--- src/rtl/usr_pkg.sv ---
// Shared types and helpers for the push-button universal shift register front panel.
package usr_pkg;

   typedef enum logic [1:0] {
      USR_HOLD = 2'b00,
      USR_SHR  = 2'b01,
      USR_SHL  = 2'b10,
      USR_LOAD = 2'b11
   } usr_op_t;

   typedef enum logic {
      IDLE = 1'b0,
      HOLD = 1'b1
   } step_state_t;

   function automatic usr_op_t next_op(usr_op_t op);
      logic [1:0] v;
      v = op + 2'd1;
      return usr_op_t'(v);
   endfunction

   // True when a w-bit counter can reach n.
   function automatic bit cnt_fits(int unsigned w, int unsigned n);
      return (w >= 32) || ((64'd1 << w) > 64'(n));
   endfunction

endpackage

--- src/rtl/btn_debounce.sv ---
// Raw button -> 2-flop synchroniser -> stability-counter debounce, with a one-cycle
// accept pulse on the rising edge of the debounced level.
module btn_debounce #(
   parameter int unsigned DEBOUNCE_CYCLES = 1000000,
   parameter int unsigned CNT_W           = 25
) (
   input  logic clk,
   input  logic reset,
   input  logic btn_i,
   output logic level_o,
   output logic accept_o
);

   localparam logic [CNT_W-1:0] CntLast = CNT_W'(DEBOUNCE_CYCLES - 1);

   logic             sync1_q, sync2_q;
   logic             level_q, level_d;
   logic             accept_q, accept_d;
   logic [CNT_W-1:0] cnt_q, cnt_d;

   always_ff @(posedge clk) begin
      if (!reset) begin
         sync1_q  <= 1'b0;
         sync2_q  <= 1'b0;
         level_q  <= 1'b0;
         accept_q <= 1'b0;
         cnt_q    <= '0;
      end else begin
         sync1_q  <= btn_i;
         sync2_q  <= sync1_q;
         level_q  <= level_d;
         accept_q <= accept_d;
         cnt_q    <= cnt_d;
      end
   end

   always_comb begin
      level_d  = level_q;
      accept_d = 1'b0;
      cnt_d    = '0;
      if (sync2_q != level_q) begin
         if (cnt_q == CntLast) begin
            level_d  = ~level_q;
            accept_d = ~level_q;
         end else begin
            cnt_d = cnt_q + CNT_W'(1);
         end
      end
   end

   assign level_o  = level_q;
   assign accept_o = accept_q;

endmodule

--- src/rtl/usr_step_ctrl.sv ---
// Front-panel step controller: debounced step/mode buttons drive en, s and d of the
// universal shift register. Define USR_STEP_AUTO_REPEAT_EN for hold-to-repeat stepping.
module usr_step_ctrl
   import usr_pkg::*;
#(
   parameter int unsigned DEBOUNCE_CYCLES = 1000000,
   parameter int unsigned REPEAT_CYCLES   = 25000000,
   parameter int unsigned CNT_W           = 25
) (
   input  logic       clk,
   input  logic       reset,
   input  logic       btn_step_i,
   input  logic       btn_mode_i,
   input  logic       sw_d_i,
   output logic       en_o,
   output logic [1:0] s_o,
   output logic       d_o
);

   if (!cnt_fits(CNT_W, DEBOUNCE_CYCLES) || !cnt_fits(CNT_W, REPEAT_CYCLES)) begin : g_cnt_w_chk
      $error("CNT_W too narrow for DEBOUNCE_CYCLES/REPEAT_CYCLES");
   end

   logic        step_level, step_accept;
   logic        mode_accept, mode_level_unused;
   logic        sw_sync1_q, sw_sync2_q;
   step_state_t state_q, state_d;
   logic        en_q, en_d;
   logic        d_q, d_d;
   usr_op_t     s_q, s_d;

   btn_debounce #(
      .DEBOUNCE_CYCLES(DEBOUNCE_CYCLES),
      .CNT_W          (CNT_W)
   ) u_step_deb (
      .clk     (clk),
      .reset   (reset),
      .btn_i   (btn_step_i),
      .level_o (step_level),
      .accept_o(step_accept)
   );

   btn_debounce #(
      .DEBOUNCE_CYCLES(DEBOUNCE_CYCLES),
      .CNT_W          (CNT_W)
   ) u_mode_deb (
      .clk     (clk),
      .reset   (reset),
      .btn_i   (btn_mode_i),
      .level_o (mode_level_unused),
      .accept_o(mode_accept)
   );

`ifdef USR_STEP_AUTO_REPEAT_EN
   localparam logic [CNT_W-1:0] RptLast = CNT_W'(REPEAT_CYCLES - 1);
   logic [CNT_W-1:0] rpt_q, rpt_d;

   always_ff @(posedge clk) begin
      if (!reset) begin
         rpt_q <= '0;
      end else begin
         rpt_q <= rpt_d;
      end
   end
`endif

   always_ff @(posedge clk) begin
      if (!reset) begin
         sw_sync1_q <= 1'b0;
         sw_sync2_q <= 1'b0;
         state_q    <= IDLE;
         en_q       <= 1'b0;
         d_q        <= 1'b0;
         s_q        <= USR_HOLD;
      end else begin
         sw_sync1_q <= sw_d_i;
         sw_sync2_q <= sw_sync1_q;
         state_q    <= state_d;
         en_q       <= en_d;
         d_q        <= d_d;
         s_q        <= s_d;
      end
   end

   always_comb begin
      state_d = state_q;
      en_d    = 1'b0;
`ifdef USR_STEP_AUTO_REPEAT_EN
      rpt_d   = '0;
`endif
      unique case (state_q)
         IDLE: begin
            if (step_accept) begin
               en_d    = 1'b1;
               state_d = HOLD;
            end
         end
         HOLD: begin
            // Release wins over a repeat pulse falling due on the same cycle.
            if (!step_level) begin
               state_d = IDLE;
            end
`ifdef USR_STEP_AUTO_REPEAT_EN
            else if (rpt_q == RptLast) begin
               en_d = 1'b1;
            end else begin
               rpt_d = rpt_q + CNT_W'(1);
            end
`endif
         end
      endcase
   end

   assign s_d = mode_accept ? next_op(s_q) : s_q;
   assign d_d = en_d ? sw_sync2_q : d_q;

   assign en_o = en_q;
   assign s_o  = s_q;
   assign d_o  = d_q;

endmodule

--- config.mk ---
export PLATFORM = sky130hd
export DESIGN_NAME = usr_step_ctrl
export DESIGN_NICKNAME = d
export VERILOG_FILES = /design/src/rtl/usr_pkg.sv /design/src/rtl/btn_debounce.sv /design/src/rtl/usr_step_ctrl.sv
export SDC_FILE = /design/constraint.sdc
export NUM_CORES = 1
export LEC_CHECK = 0
export CAP_MARGIN = 20
export CORE_MARGIN = 4
export CORE_UTILIZATION = 38
export CTS_CLUSTER_DIAMETER = 120
export DETAILED_ROUTE_END_ITERATION = 10
export DONT_BUFFER_PORTS = 1
export PLACE_DENSITY = 0.61
export SETUP_SLACK_MARGIN = 0.3
export SYNTH_ARGS = -nofsm -noshare
export SYNTH_HDL_FRONTEND = slang
export SYNTH_SLANG_ARGS = --single-unit
export TNS_END_PERCENT = 20
--- constraint.sdc ---
create_clock -name clk -period 4.9 [get_ports clk]
set_input_delay 0.735 -clock clk [delete_from_list [all_inputs] [get_ports clk]]
set_output_delay 0.735 -clock clk [all_outputs]
set_load 0.03 [all_outputs]
# Yosys cells after proc, flatten, opt, wreduce, memory -nomap -nowiden
# Cells that the tools add are included.
[classes] n_mux=4 addsub=3 bitwise_logic=6 eq_ne=4 n_reduce_logical=6
[op_table] op="$add A25 B1 Y25 const B" n=2
[op_table] op="$eq A25 B20 Y1 const B" n=2
[op_table] op="$not A1 Y1" n=6
[op_table] op="$reduce_and A3 Y1" n=2
[op_table] op="$reduce_or A3 Y1" n=2
[op_table] op="$reduce_and A2 Y1" n=2
[op_table] op="$mux W1" n=3
[op_table] op="$add A2 B1 Y2 const B" n=1
[op_table] op="$ne A1 B1 Y1" n=2
[op_table] op="$pmux W1 S2" n=1
[totals] reg_bits=65 in_bits=5

# Depth between registers and ports, before layout
[depth] word_depth=3 ltp_mapped=7 ltp_nobuf=5

# By module
# A second synthesis with hierarchy kept.
[hier_totals] hier_cells=326 area_unflattened_um2=2990.4
[by_module_without_submodules] mod="btn_debounce" seq_area_each_um2=580.6 area_each_um2=1373.8 cells_each=152 instances=2
[by_module_without_submodules] mod="usr_step_ctrl" seq_area_each_um2=140.1 area_each_um2=242.7 cells_each=22 instances=1

# Worst setup path after synthesis
# No wires, ideal clock.
[synth_timing] path_type="register to register" start="register u_step_deb.cnt_q[0]" end="register u_step_deb.cnt_q[22]" path_stages_with_launch=8 t_arrival_ns=1.804 n_path_buf=2 path_slack_ns=3.026 setup_time_ns=0.070 cell_sequence="dfxtp_1 > ha_1 > clkbuf_1 > nand4_1 > or4_1 > clkbuf_1 > or3_1 > a21oi_1"
[synth_between] elab_chain_cells=2
[synth_rtl] item="from (decl)" line_no="btn_debounce.sv:19" rtl="logic [CNT_W-1:0] cnt_q, cnt_d;"
[synth_rtl] item="from (signal assigned)" line_no="btn_debounce.sv:33" rtl="cnt_q <= cnt_d;"
[synth_rtl] item="parallel branches: the longest is 2 deep, another holds $add A25 B1 Y25"
# Parallel ways; which one is timed is not known.
# A chain may end at the register's enable or synchronous reset.

# Worst setup path after layout
[layout_timing] start="register u_step_deb.cnt_q[7]" end="register u_step_deb.cnt_q[21]"
# Same word-level chain as after synthesis.

==> summary.md <==
| Metric | Value |
|---|---|
| Antenna Diode Count | `0` |
| Async SR Flop Fraction | `0` |
| Starting Density | `0.394` |
| Pwr/cell area | `332 mW/mm^2` |
| Worst slew margin | `0.745` |
| Hold Path Origin | `u_step_deb.sync1_q$_SDFF_PN0_` |
| Setup ws final | `between 2 and 3 ns` |
| Post-synthesis mux area share | `0.00349` |
| DRC viols | `0` |
| Syn Nets | `between 300 and 400` |
| Leakage | `a little under 1 nW` |
| Synth Area in Compound Gates | `0.0968` |
| Vias in the first global route | `approximately 2,100` |
| Mean Syn Cell Area | `about 8.6 um^2` |
| Worst-path clk slew | `0.08 ns` |
| Largest net degree at the start of global routing | `26` |
| Global Route Usage Sum | `0.141` |
| Setup-failing EPs final | `0` |
| # rows | `31` |
| RePlAce Congestion | `about 0.84` |
| Filler Cell Count | `713` |
| CTS root buf | `clkbuf_8` |
| WL/cell | `12.9 um` |
| Post-synth EDFFs | `0` |
| Crit start category | `flip-flop` |
| Comb power frac | `0.008` |
| Die Span Y | `94.9 um` |
| Core Area | `0.00729 mm^2` |
| Count of cell types in the netlist | `31` |
| Clock Latency Late Sink | `0.35 ns` |
| Pint | `approximately 0.82 mW` |
| WL final | `about 5600 um` |
| ANT nets after route | `0` |
| RSZ-0062 raised after global routing | `false` |
| Arrival time at the worst endpoint | `~2.3 ns` |
| Worst Tran Pin Value | `0.381 ns` |
| F_max | `slightly below 0.5 GHz` |
| Area leader, netlist | `dfxtp_1` |
| Worst R2R End | `u_step_deb.cnt_q[21]$_SDFF_PP0_` |
| Area delta synth->final | `10.4%` |
| Initial antenna violation count | `0` |
| CTS HTree Levels | `3` |
| Clock power share | `0.487` |
| Clk buf depth | `2` |
| WHS Endpoint | `u_step_deb.sync2_q$_SDFF_PN0_` |
| CTS tree | `yes` |
| Worst hold slack | `0.432 ns` |
| Endpoint class of the critical path | `flip-flop` |
| R2r setup slk | `about 2.9 ns` |
| Reg2reg start | `u_step_deb.cnt_q[7]$_SDFF_PP0_` |
| Via count | `2,315` |
| Largest family of logic cells by synthesized area | `simple AND/OR/NAND/NOR gates` |
| YS warnings | `0` |
| Drt pass-1 iters | `4` |
| Final Cycle Share | `0.410` |
| Hold path cells | `1` |
| Sw Share | `0.217` |
| Detailed-placement wirelength estimate | `3840 um` |
| Crit path time final | `slightly above 2 ns` |
| Hold Buf Count CTS | `0` |
| Post-CTS Setup Inserts | `0` |
| Max cap viols | `0` |
| # port buffers | `0` |
| Grt ovf | `0` |
| Final nets | `340` |
| Post-Synth Simple-Gate Area | `0.319` |
| Synth area leaders | `dfxtp_1 45%, xor2_1 5.8%, nand4_1 4.6%` |
| Top_reg_cell synth | `dfxtp_1` |
| Reg2Reg Depth | `4` |
| Num ports | `9` |
| Worst setup path category | `reg -> reg` |
| Top cell type's share of synthesized area | `0.453` |
| CP Max Fanout | `9` |
| Resized Gates After CTS | `0` |
| Vias per cell | `5.30` |
| Sequential power share | `0.505` |
| Layout cell share with drive strength beyond 1 | `0.0533` |
| Chip Width | `94.9 um` |
| Run status | `complete, no violations` |
| Synth Area in Adders | `0.00872` |
| Final hold vios | `0` |
| Crit path required time | `5.18 ns` |
| Setup TNS | `0 ns` |
| Fin. max-slew vios | `0` |
| Clock Sinks | `65` |
| Commonest cells post-synth | `65 x dfxtp_1, 35 x nor2_1, 23 x a21oi_1` |
| Dpl ws | `2.91 ns` |
| CTS buffer count | `9` |
| Worst-case vdd ir drop | `0.000183 V` |
| Initial DRC count | `133` |
| P_sw | `0.228 mW` |
| FF+latch count, synth | `65` |
| Sequential fraction of the synthesis area | `0.453` |
| Post-Syn Instances | `335` |
| Worst Hold Class | `reg -> reg` |
| Top-count cell post-synth | `dfxtp_1` |
| Setup Skew | `0.0121 ns` |
| First-pass GRT wire length | `9860 um` |
| Die area | `0.00901 mm^2` |
| Synthesized area | `roughly 0.0029 mm^2` |
| Xor and xnor area share after synthesis | `0.0854` |
[power by group through the flow]
stage	logic (mW)	clock network, mW	registers [mW]
6_report	0.00815	0.513	0.532
2_1_floorplan	0.00698	0	0.544
4_1_cts	0.00822	0.534	0.532
3_5_place_dp	0.00818	0	0.544
3_3_place_gp	0.00821	0	0.544
5_1_grt	0.00945	0.559	0.532
[registers in the layout, summed over array words and instances (netlist names)]
signal and cells:
u_mode_deb.sync1_q 1, u_mode_deb.cnt_q 25, u_step_deb.sync2_q 1, u_step_deb.level_o 1, sw_sync1_q 1, d_o 1, u_step_deb.accept_o 1, u_step_deb.sync1_q 1
sw_sync2_q 1, u_mode_deb.level_o 1, en_o 1, state_q 1, u_mode_deb.sync2_q 1, u_step_deb.cnt_q 25, u_mode_deb.accept_o 1, s_o 2
[cells in the final DEF, fill, tap and decap left out, drive strengths merged, types with 2 or more instances in the layout]
master,count
bufinv,2
o21ai,19
buf,2
nand4,21
nor3,7
nor4b,2
or4,6
o21a,4
inv,11
and3,7
nor2,35
nand3,17
xnor2,9
or3,15
clkinv,2
nand4b,3
clkbuf,9
xor2,19
nand2,20
and2,15
o31ai,5
ha,2
a21oi,23
nor4,5
dfxtp,65
and4,9
[cell type report]
cell class | count | area [um^2] | share of cell area
repair buffers | 2 | 15.0 | 0.00474
flip-flops and latches | 65 | 1300 | 0.411
clock inverters | 7 | 100 | 0.0316
multi-input cells | 247 | 1470 | 0.465
well taps | 99 | 124 | 0.0391
clock buffers | 9 | 124 | 0.0391
inverters | 8 | 30.0 | 0.00948
[cell families (layout without fill, tap and decap cells)]
logic type,count (synthesis),in the layout
AOI/OAI and AO/OA,51,51
xor gates and xnor gates,28,28
adders and majority gates,2,2
buffers and inverters,23,26
DFF,65,65
muxes,1,1
and+or+nand+nor,165,165
[stage by stage]
step | power [mW] | util | instances | cell area (um^2)
floorplan | 0.551 | - | 335 | 2870
global placement | 0.552 | 0.404 | 421 | 2940
detailed placement | 0.553 | 0.404 | 421 | 2940
CTS | 1.07 | 0.434 | 437 | 3170
global route | 1.10 | 0.434 | 437 | 3170
finish | 1.05 | 0.434 | 437 | 3170
[per-layer routing]
| layer | global-route usage | wire, um |
|---|---|---|
| met4 | 0.0757 | 65 |
| met3 | 0.0438 | 264 |
| met5 | 0 | 0 |
| met1 | 0.192 | 2860 |
| met2 | 0.197 | 2460 |
[worst max-delay path: stages, from the launching register on]
cell and delay, ns:
dfxtp_1 0.41, and2_1 0.28, or4b_1 0.60, or4_1 0.51
a21oi_1 0.15
[worst max path at each step]
stage,from,endpoint,slack [ns],depth (start not counted)
global placement,u_step_deb.cnt_q[6]$_SDFF_PP0_,u_step_deb.cnt_q[19]$_SDFF_PP0_,2.97,4
CTS,u_step_deb.cnt_q[7]$_SDFF_PP0_,u_step_deb.cnt_q[21]$_SDFF_PP0_,2.90,4
detailed placement,u_step_deb.cnt_q[6]$_SDFF_PP0_,u_step_deb.cnt_q[19]$_SDFF_PP0_,2.91,4
floorplan,u_step_deb.cnt_q[0]$_SDFF_PP0_,u_step_deb.cnt_q[22]$_SDFF_PP0_,3.03,7
global route,u_step_deb.cnt_q[7]$_SDFF_PP0_,u_step_deb.cnt_q[19]$_SDFF_PP0_,2.73,4
finish,u_step_deb.cnt_q[7]$_SDFF_PP0_,u_step_deb.cnt_q[21]$_SDFF_PP0_,2.89,4
No activity file was read; power rests on OpenSTA's default activity.
